## src/rtl/rescaler_pkg.sv

```systemverilog
// Shared constants and state encoding for the pixel rescaler.
//   NB_PIXEL    width of signed convolution results and min/max values
//   NB_COUNT    width of the image-size / pixel counter
//   NB_OUT      output pixel width; full scale is 2^NB_OUT-1
//   NB_FRAC     fractional bits of the fixed-point scale factor
//   NB_SCALE    scale factor width (integer part NB_OUT + NB_FRAC fraction)
//   NB_RANGE    width of max-min and of the clamped offset x-min
//   NB_PROD     width of the offset * scale product
//   FULL_SCALE  largest output pixel value
//   ROUND_CONST half an LSB of the output, added before truncation
//   PIPE_LAT    cycles from accepted input to output pixel
package rescaler_pkg;

    localparam int NB_PIXEL    = 19;
    localparam int NB_COUNT    = 32;
    localparam int NB_OUT      = 8;
    localparam int NB_FRAC     = 16;
    localparam int NB_SCALE    = NB_OUT + NB_FRAC;
    localparam int NB_RANGE    = NB_PIXEL + 1;
    localparam int NB_PROD     = NB_RANGE + NB_SCALE;
    localparam int FULL_SCALE  = (1 << NB_OUT) - 1;
    localparam int ROUND_CONST = 1 << (NB_FRAC - 1);
    localparam int PIPE_LAT    = 3;

    typedef logic [1:0] state_t;

    localparam state_t IDLE  = 2'd0;
    localparam state_t DIV   = 2'd1;
    localparam state_t RUN   = 2'd2;
    localparam state_t DRAIN = 2'd3;

endpackage

```

## src/rtl/serial_divider.sv

```systemverilog
// Restoring unsigned divider producing one quotient bit per cycle.
//   clock     in   clock, all logic on posedge
//   reset     in   asynchronous active-low reset
//   start     in   pulse: latch dividend/divisor and begin dividing
//   dividend  in   NB_DIVIDEND-bit unsigned dividend
//   divisor   in   NB_DIVISOR-bit unsigned divisor (must be non-zero)
//   done      out  one-cycle pulse when quotient is valid
//   quotient  out  floor(dividend/divisor), valid while done is high
// The dividend register doubles as the quotient register: each step shifts one dividend
// bit out of the top into the partial remainder and one quotient bit in at the bottom.
module serial_divider #(
    parameter int NB_DIVIDEND = 24,
    parameter int NB_DIVISOR  = 20
) (
    input  logic                   clock,
    input  logic                   reset,
    input  logic                   start,
    input  logic [NB_DIVIDEND-1:0] dividend,
    input  logic [NB_DIVISOR-1:0]  divisor,
    output logic                   done,
    output logic [NB_DIVIDEND-1:0] quotient
);

    localparam int                NB_CNT   = $clog2(NB_DIVIDEND + 1);
    localparam logic [NB_CNT-1:0] CNT_INIT = NB_CNT'(NB_DIVIDEND);
    localparam logic [NB_CNT-1:0] CNT_ONE  = NB_CNT'(1);

    logic [NB_DIVISOR-1:0]  divisor_q;
    logic [NB_DIVISOR-1:0]  rem_q;
    logic [NB_DIVISOR-1:0]  rem_d;
    logic [NB_DIVIDEND-1:0] quo_q;
    logic [NB_DIVIDEND-1:0] quo_d;
    logic [NB_CNT-1:0]      cnt_q;
    logic                   busy_q;
    logic                   done_q;
    logic [NB_DIVISOR:0]    rem_shift;
    logic [NB_DIVISOR:0]    trial;
    logic                   fits;

    // The partial remainder is always below the divisor, so rem_shift < 2*divisor and
    // the MSB of the trial subtraction is a pure borrow flag.
    always_comb begin
        rem_shift = {rem_q, quo_q[NB_DIVIDEND-1]};
        trial     = rem_shift - {1'b0, divisor_q};
        fits      = ~trial[NB_DIVISOR];
        rem_d     = fits ? trial[NB_DIVISOR-1:0] : rem_shift[NB_DIVISOR-1:0];
        quo_d     = {quo_q[NB_DIVIDEND-2:0], fits};
    end

    always_ff @(posedge clock or negedge reset) begin
        if (!reset) begin
            divisor_q <= '0;
            rem_q     <= '0;
            quo_q     <= '0;
            cnt_q     <= '0;
            busy_q    <= 1'b0;
            done_q    <= 1'b0;
        end else if (start) begin
            divisor_q <= divisor;
            rem_q     <= '0;
            quo_q     <= dividend;
            cnt_q     <= CNT_INIT;
            busy_q    <= 1'b1;
            done_q    <= 1'b0;
        end else if (busy_q) begin
            rem_q  <= rem_d;
            quo_q  <= quo_d;
            cnt_q  <= cnt_q - CNT_ONE;
            busy_q <= (cnt_q != CNT_ONE);
            done_q <= (cnt_q == CNT_ONE);
        end else begin
            done_q <= 1'b0;
        end
    end

    assign done     = done_q;
    assign quotient = quo_q;

endmodule

```

## src/rtl/pixel_rescaler.sv

```systemverilog
// Final edge-detection stage: maps signed convolution results onto 8-bit pixels using
// round((x-min)*255/(max-min)), clamped to 0..255. The fixed-point scale is computed once
// per frame by a serial divider, then pixels stream through a 3-stage pipeline.
//   clock        in   single clock, all logic on posedge
//   reset        in   asynchronous active-low reset, clears all state
//   i_start      in   pulse in IDLE: latch min/max/size and compute the scale
//   i_minValue   in   signed image minimum
//   i_maxValue   in   signed image maximum
//   i_imageSize  in   number of pixels in the frame
//   i_valid      in   i_convValue valid (accepted only while o_ready)
//   i_convValue  in   signed convolution result
//   o_ready      out  high in RUN only
//   o_valid      out  o_pixel valid, PIPE_LAT cycles after the accepted input
//   o_pixel      out  rescaled pixel, holds its value while o_valid is low
//   o_busy       out  high in every state except IDLE
//   o_done       out  one-cycle pulse once the last pixel has left the pipeline
module pixel_rescaler
    import rescaler_pkg::*;
(
    input  logic                       clock,
    input  logic                       reset,
    input  logic                       i_start,
    input  logic signed [NB_PIXEL-1:0] i_minValue,
    input  logic signed [NB_PIXEL-1:0] i_maxValue,
    input  logic        [NB_COUNT-1:0] i_imageSize,
    input  logic                       i_valid,
    input  logic signed [NB_PIXEL-1:0] i_convValue,
    output logic                       o_ready,
    output logic                       o_valid,
    output logic        [NB_OUT-1:0]   o_pixel,
    output logic                       o_busy,
    output logic                       o_done
);

    // 255 in Q8.16: the scale is this divided by the pixel range.
    localparam logic [NB_SCALE-1:0] DIVIDEND  = NB_SCALE'(FULL_SCALE << NB_FRAC);
    localparam logic [NB_COUNT-1:0] COUNT_ONE = NB_COUNT'(1);

    state_t              state_q;
    state_t              state_d;
    logic                start_ok;
    logic                accept;
    logic                div_start;
    logic                div_done;
    logic                pipe_empty;
    logic [NB_SCALE-1:0] quotient;

    logic [NB_PIXEL-1:0] min_q;
    logic [NB_RANGE-1:0] range_q;
    logic [NB_COUNT-1:0] size_q;
    logic [NB_COUNT-1:0] count_q;
    logic [NB_COUNT-1:0] count_inc;
    logic [NB_SCALE-1:0] scale_q;

    logic [NB_RANGE-1:0] span;
    logic [NB_RANGE-1:0] range_in;

    logic [NB_RANGE-1:0] x_ext;
    logic [NB_RANGE-1:0] diff;
    logic [NB_RANGE-1:0] d_clamp;
    logic [NB_RANGE-1:0] d_q;
    logic [PIPE_LAT-1:0] pipe_v_q;
    logic [NB_PROD-1:0]  prod_q;
    logic [NB_PROD-1:0]  rounded;
    logic [NB_OUT-1:0]   pixel_d;
    logic [NB_OUT-1:0]   pixel_q;
    logic                unused_round_lsbs;

    // ---------------------------------------------------------------- control

    assign start_ok  = i_start && (state_q == IDLE);
    assign accept    = i_valid && (state_q == RUN);
    assign count_inc = count_q + COUNT_ONE;
    assign pipe_empty = (pipe_v_q == '0);

    // max-min with one extra bit so the full signed span fits; max <= min gives range 0.
    assign span     = {i_maxValue[NB_PIXEL-1], i_maxValue} - {i_minValue[NB_PIXEL-1], i_minValue};
    assign range_in = (span[NB_RANGE-1] || (span == '0)) ? '0 : span;

    // A zero range never starts the divider: the scale stays 0 and DIV lasts one cycle.
    assign div_start = start_ok && (range_in != '0);

    always_comb begin
        state_d = state_q;
        case (state_q)
            IDLE: begin
                if (start_ok) state_d = DIV;
            end
            DIV: begin
                if ((range_q == '0) || div_done) begin
                    state_d = (size_q == '0) ? DRAIN : RUN;
                end
            end
            RUN: begin
                if (accept && (count_inc == size_q)) state_d = DRAIN;
            end
            DRAIN: begin
                if (pipe_empty) state_d = IDLE;
            end
            default: state_d = IDLE;
        endcase
    end

    always_ff @(posedge clock or negedge reset) begin
        if (!reset) begin
            state_q <= IDLE;
            min_q   <= '0;
            range_q <= '0;
            size_q  <= '0;
            count_q <= '0;
            scale_q <= '0;
        end else begin
            state_q <= state_d;
            if (start_ok) begin
                min_q   <= i_minValue;
                range_q <= range_in;
                size_q  <= i_imageSize;
                count_q <= '0;
                scale_q <= '0;
            end else begin
                if (accept) count_q <= count_inc;
                if ((state_q == DIV) && div_done) scale_q <= quotient;
            end
        end
    end

    serial_divider #(
        .NB_DIVIDEND (NB_SCALE),
        .NB_DIVISOR  (NB_RANGE)
    ) u_divider (
        .clock    (clock),
        .reset    (reset),
        .start    (div_start),
        .dividend (DIVIDEND),
        .divisor  (range_in),
        .done     (div_done),
        .quotient (quotient)
    );

    // ---------------------------------------------------------------- datapath

    // S1: offset from the minimum, clamped into 0..range.
    always_comb begin
        x_ext = {i_convValue[NB_PIXEL-1], i_convValue};
        diff  = x_ext - {min_q[NB_PIXEL-1], min_q};
        if (diff[NB_RANGE-1]) begin
            d_clamp = '0;
        end else if (diff > range_q) begin
            d_clamp = range_q;
        end else begin
            d_clamp = diff;
        end
    end

    // S3: round to nearest, then saturate anything above full scale.
    always_comb begin
        rounded = prod_q + NB_PROD'(ROUND_CONST);
        if (|rounded[NB_PROD-1:NB_FRAC+NB_OUT]) begin
            pixel_d = NB_OUT'(FULL_SCALE);
        end else begin
            pixel_d = rounded[NB_FRAC+NB_OUT-1:NB_FRAC];
        end
    end

    assign unused_round_lsbs = ^rounded[NB_FRAC-1:0];

    always_ff @(posedge clock or negedge reset) begin
        if (!reset) begin
            pipe_v_q <= '0;
            d_q      <= '0;
            prod_q   <= '0;
            pixel_q  <= '0;
        end else begin
            pipe_v_q <= {pipe_v_q[PIPE_LAT-2:0], accept};
            if (accept)      d_q     <= d_clamp;
            if (pipe_v_q[0]) prod_q  <= NB_PROD'(d_q) * NB_PROD'(scale_q);
            if (pipe_v_q[1]) pixel_q <= pixel_d;
        end
    end

    // ---------------------------------------------------------------- outputs

    assign o_ready = (state_q == RUN);
    assign o_valid = pipe_v_q[PIPE_LAT-1];
    assign o_pixel = pixel_q;
    assign o_busy  = (state_q != IDLE);
    assign o_done  = (state_q == DRAIN) && pipe_empty;

endmodule
```

## config.mk

```make
export PLATFORM = sky130hd
export DESIGN_NAME = pixel_rescaler
export DESIGN_NICKNAME = d
export VERILOG_FILES = /design/src/rtl/rescaler_pkg.sv /design/src/rtl/serial_divider.sv /design/src/rtl/pixel_rescaler.sv
export SDC_FILE = /design/constraint.sdc
export NUM_CORES = 2
export LEC_CHECK = 0
export CAP_MARGIN = 20
export CORE_MARGIN = 1.5
export CORE_UTILIZATION = 45
export DETAILED_ROUTE_END_ITERATION = 6
export DONT_BUFFER_PORTS = 1
export PLACE_DENSITY_LB_ADDON = 0.12
export SLEW_MARGIN = 20
export SYNTH_ARGS = -nofsm -noshare
export SYNTH_HDL_FRONTEND = slang
export SYNTH_SLANG_ARGS = --single-unit
```

## constraint.sdc

```tcl
create_clock -name clock -period 6.6 [get_ports clock]
set_input_delay 1.32 -clock clock [delete_from_list [all_inputs] [get_ports clock]]
set_output_delay 1.32 -clock clock [all_outputs]
set_load 0.1 [all_outputs]
```

* Yosys cells after proc, flatten, opt, wreduce, memory -nomap -nowiden
Cells that the tools add are included.
** Storage, ports and cells
- Output and inout bits :: 12
- Bits of input ports :: 93
- Flip-flop bits (word level) :: 275
- Word-level logic and storage cells :: 80
** Cells by class
- Bitwise logic cells :: 1
- $lt $le $gt $ge :: 1
- Eq/ne operators :: 10
- Add/sub/neg operators :: 6
- Mux-type cells :: 25
- Multipliers :: 1
- Reduce and logical (&&, ||, !) cells :: 20
** Operators by type and width (number)
- 20-bit 2-to-1 mux :: 6
- 24-bit 2-to-1 mux :: 4
- 32-bit 2-to-1 mux :: 2
- 44-bit by 16-bit adder with 44-bit output, second input constant :: 1
- 20-bit by 24-bit multiplier with 44-bit output :: 1
- 20-bit logical NOT :: 2
- 19-bit by 19-bit subtractor with 20-bit output :: 2
- 32-bit by 1-bit adder with 32-bit output, second input constant :: 1
- 32-bit == test :: 1
- 32-bit logical NOT :: 1
- 21-bit by 20-bit subtractor with 21-bit output :: 1
- 20-bit > comparator :: 1
- 20-bit nonzero test :: 1
- 20-bit OR reduction :: 1
- 5-bit 2-to-1 mux :: 2
- 2-bit 2-to-1 mux :: 4
- 8-bit 2-to-1 mux :: 1
- 2-bit one-hot mux with 4 select lines :: 1
- 2-bit nonzero test :: 4
- 1-bit logical AND :: 6
- 2-bit != test, second input constant :: 3
- 5-bit by 1-bit == test with 1-bit output, second input constant :: 1
- 1-bit 2-to-1 mux :: 5
- 5-bit by 1-bit != test with 1-bit output, second input constant :: 1
- other kinds (9) :: 11

* Logic depth before layout (Yosys ltp)
- Depth after elaboration :: 7
- Depth in mapped cells :: 27

* By module
A second synthesis with hierarchy kept.
** Second synthesis, totals
- Cell total of the unflattened synthesis :: 3539
- Area total of the unflattened synthesis :: 31529.0 um^2
** By module, submodules not included
- pixel_rescaler :: times used 1, seq. area each 4729.5 um^2, cells each 3086, area each 27273.7 um^2
- serial_divider :: times used 1, seq. area each 1776.7 um^2, cells each 453, area each 4255.3 um^2

* Worst setup path before layout
No wires, ideal clock.
- Kind :: register -> register
- Start :: register d_q[2]
- End :: register prod_q[28]
- Arrival :: 6.868 ns
- Data required time :: 6.475 ns
- Cell stages (with the launch flop) :: 27
- Clock period less this slack :: 6.993 ns
- Setup slack :: -0.393 ns
- Library setup time :: 0.125 ns
- Cells stage by stage :: dfrtp_1 -> clkbuf_1 -> and2_1 -> fa_1 -> fa_1 -> inv_1 -> fa_1 -> inv_1 -> fa_1 -> inv_1 -> fa_1 -> inv_1 -> fa_1 -> inv_1 -> fa_1 -> inv_1 -> ha_1 -> and3_1 -> a221oi_1 -> o2bb2ai_1 -> nor2_1 -> a21boi_0 -> o21ai_0 -> o21ai_0 -> a21bo_2 -> xor2_1 -> mux2_2
** On the way
- Longest elaborated chain between the ends :: 1
** Ends and longest elaborated chain
- start: declaration :: RTL line pixel_rescaler.sv:61 : logic [NB_RANGE-1:0] d_q;
- start signal: assignment :: RTL line pixel_rescaler.sv:175 : if (accept) d_q <= d_clamp;
- 20-bit by 24-bit multiplier with 44-bit output :: RTL line pixel_rescaler.sv:176 : if (pipe_v_q[0]) prod_q <= NB_PROD'(d_q) * NB_PROD'(scale_q);
- end signal: assignment :: RTL line pixel_rescaler.sv:176
- end: declaration :: RTL line pixel_rescaler.sv:63 : logic [NB_PROD-1:0] prod_q;
Every way passes these cells.
A chain may end at the register's enable or synchronous reset.

* Worst setup path in the final report
- Start :: register d_q[8]
- End :: register prod_q[30]
The elaborated chain is that of the path after synthesis.

==> impl_results.md <==
- Tot GR Track Use: 0.231
- Die Height: 264 um
- Post-route antenna net violation count: 0
- WL final: 78500 um
- Period minus WS final: 6760 ps
- Hold Vio Cnt, Final: 0
- Reg-to-Reg End: prod_q[30]
- Final hold slack: 443 ps
- Critical Path Source Type: flop
- IO Port Bufs: 0
- Final setup viols: 6
- Fin Clk Skew: 30.5 ps
- Final Max Tran Viols: 0
- Fin crit share: 1.02
- Clk pin slew, worst setup/hold paths: 60 ps
- Initial core utilization: 0.455
- Syn Nets: 4092
- Num CTS Buffers: 31
- Worst slew pin tran: 1010 ps
- Chip width: 264 um
- Multi-input gate area: 0.0218 mm^2
- Synth Instances: 3366
- Cell variety after synth: 71
- Global-route wire length before repair: 130000 um
- Post-route worst setup slack: -165 ps
- Unrepaired setup endpoints after global routing: true
- Worst-case vdd ir drop: 242 uV
- Mapped cell area: 0.0305 mm^2
- Avg Synthesized Cell Area: 9.07 um^2
- Syn-to-layout area delta: 12.6%
- FF-to-FF Start: d_q[8]
- Flops & latches, synth: 260
- Worst Hold Class: primary input to asynchronous set/reset pin
- Max Root-Sink Buffers: 3
- Sequential area share after synthesis: 0.213
- CTS Sinks: 260
- Leading area contributor after synthesis: fa_1
- Die area: 0.0694 mm^2
- Initial drt markers: 1249
- Pin count of the biggest net entering global routing: 261
- Worst skew pair latency: 600 ps
- DPL Wire Length: 62500 um
- FF-to-FF setup slack: -160 ps
- Status: finished, violations left
- Yosys warns: 0
- Fin nets: 4178
- R2R depth: 25
- GR Overflow Total: 0
- Site Rows: 95
- Worst-path fanout max: 6
- LEAKAGE: 17.2 nW
- I/O pins: 105
- Crit path DAT: 7230 ps
- Via count: 23105
- Number of global-route vias before repair: 24930
- Routability congestion estimate from global placement: 0.882
- Largest cells by area after synthesis: fa_1 (26%), dfrtp_1 (21%), ha_1 (9.8%), inv_1 (6.6%), and2_1 (5.5%)
- Root Driver: clkbuf_16
- Layout cells sized above 1: 0.118
- Max cap viols: 0
- Synth async-reset ratio: 1.00
- Vias per cell: 5.31
- WP data required: 7070 ps
- Top cell type's share of synthesized area: 0.258
- Top FF cell, synth: dfrtp_1
- H-tree Lvls: 1
- DR pass1 iterations: 5
- Drt drc: 0
- Worst slew margin: 0.327
- Initial antenna violation count: 2
- Pwr dens: 303 mW/mm^2
- Core area: 0.0672 mm^2
- Filler instances: 6289
- WL per Instance: 18.0 um
- Violated checks: negative setup slack
- Fmax: 148 MHz
- Worst setup path class: flop to flop
- Critical Path Start: d_q[8]
- TritonCTS clock tree: yes
- CP Capture Type: flop
- Dpl ws: -384 ps
- Register area: 0.00653 mm^2
- Post-synth EDFFs: 0
-- flip-flops by register name (all words and copies together), names as in the netlist, 20 cells and up --
register,count
count_q,32
size_q,32
prod_q,29
scale_q,24
u_divider.quotient,24
d_q,20
range_q,20
u_divider.divisor_q,20
u_divider.rem_q,20
-- cell families (layout without fill, tap and decap cells) --
family / after synthesis / in the layout / synth area share
AOI/OAI and AO/OA: 440 / 440 / 0.0971
xor gates and xnor gates: 153 / 153 / 0.0439
adders and majority gates: 633 / 633 / 0.356
buffers and inverters: 696 / 806 / 0.0863
DFF: 260 / 260 / 0.213
muxes: 76 / 76 / 0.0263
other: 0 / 2 / 0
and+or+nand+nor: 1108 / 1108 / 0.177
-- cell usage after synthesis, drive strengths merged, types with 26 or more instances --
cell	instances
inv	536
nand2	438
fa	394
and2	269
dfrtp	260
ha	239
nor2	149
clkbuf	140
a21oi	121
xnor2	92
o21ai	91
xor2	61
nand3	52
nor3	43
mux2i	42
a22o	38
mux2	34
a211oi	27
a21o	26
-- how the worst max path moves through the flow --
stage                       to  slack [ps]  depth (start not counted)
global placement    prod_q[43]        -310                         25
CTS                 prod_q[28]        -120                         26
detailed placement  prod_q[43]        -380                         26
finish              prod_q[30]        -160                         25
global route        prod_q[43]        -390                         25
floorplan           prod_q[28]       -0.07                         26
-- critical path, stage by stage (launching register included) --
cell and delay (ps):
dfrtp_2 480, buf_6 170, and2_4 140, fa_1 530
inv_1 60, fa_2 440, fa_1 500, inv_2 40
fa_1 570, fa_2 450, fa_1 500, inv_1 50
fa_1 500, inv_2 50, ha_4 270, and3_4 180
o2111a_1 170, o311a_1 200, nor2_4 50, buf_12 140
a21boi_4 200, o21ai_4 100, o211ai_1 270, a31oi_1 140
xnor2_1 170, mux2_4 260
-- report_power, final --
part / leakage (nW) / switching (mW) / internal, mW
Combinational: 13.4 / 3.30 / 2.46
Clock: 0.496 / 0.710 / 1.01
Sequential: 3.31 / 0.769 / 2.18
Total: 17.2 / 4.78 / 5.65
-- per-stage QoR --
stage | power [mW] | cell area [um^2] | instances | TNS (ps) | util
after floorplan | 6.86 | 30600 | 3366 | -0.0688 | -
after global placement | 8.46 | 32700 | 4271 | -3810 | 0.488
after detailed placement | 8.64 | 32800 | 4272 | -6150 | 0.488
after CTS | 10.5 | 34100 | 4342 | -676 | 0.508
after global routing | 11.3 | 34400 | 4350 | -5180 | 0.512
final | 10.4 | 34400 | 4351 | -395 | 0.512
-- placed cells by master, fill, tap and decap left out, types with 14 or more instances in the layout --
cell type | netlist | layout
o21ai_0 | 88 | 80
nor3_1 | 43 | 42
or3_1 | 22 | 22
o211ai_1 | 14 | 14
nor2_1 | 148 | 146
dfrtp_1 | 260 | 239
mux2_2 | 21 | 17
fa_2 | 0 | 14
and2_1 | 269 | 257
a21o_1 | 26 | 26
a21oi_1 | 121 | 112
o31ai_1 | 25 | 24
fa_1 | 394 | 380
a22o_1 | 38 | 38
clkbuf_16 | 0 | 31
nand4_1 | 21 | 21
nor2b_1 | 22 | 21
nand2b_1 | 17 | 17
xor2_1 | 61 | 60
buf_12 | 0 | 21
ha_1 | 239 | 234
nor4_1 | 25 | 24
xnor2_1 | 92 | 89
nand2_1 | 438 | 437
mux2i_1 | 42 | 42
nand3_1 | 52 | 52
dfrtp_2 | 0 | 21
inv_1 | 536 | 528
and3_1 | 18 | 16
buf_4 | 2 | 176
a211oi_2 | 18 | 19
-- routing by layer --
layer | track usage | vias to the layer above | routed length, um
met2 | 0.389 | 509 | 37100
li1 | - | 10934 | -
met1 | 0.313 | 11555 | 35500
met5 | 0 | - | 0
met4 | 0.0544 | 0 | 1840
met3 | 0.0358 | 107 | 4110
-- what timing repair did --
item | CTS | global route
setup endpoints to repair | 23 | 24
resized for setup | 70 | 51
buffers inserted | 14 | 7
gates cloned | 0 | 1
pin swaps | 59 | 26
hold buffers | 0 | 0
-- layout make-up --
cell class	count	area share
Timing Repair Buffer	211	0.0555
Tap cell	873	0.0318
Clock buffer	45	0.0258
Clock inverter	12	0.00357
Sequential cell	260	0.190
Multi-Input combinational cell	2410	0.635
Inverter	538	0.0587
Antenna cell	2	0.000146
Note: power is estimated with default switching activity, not from simulation.
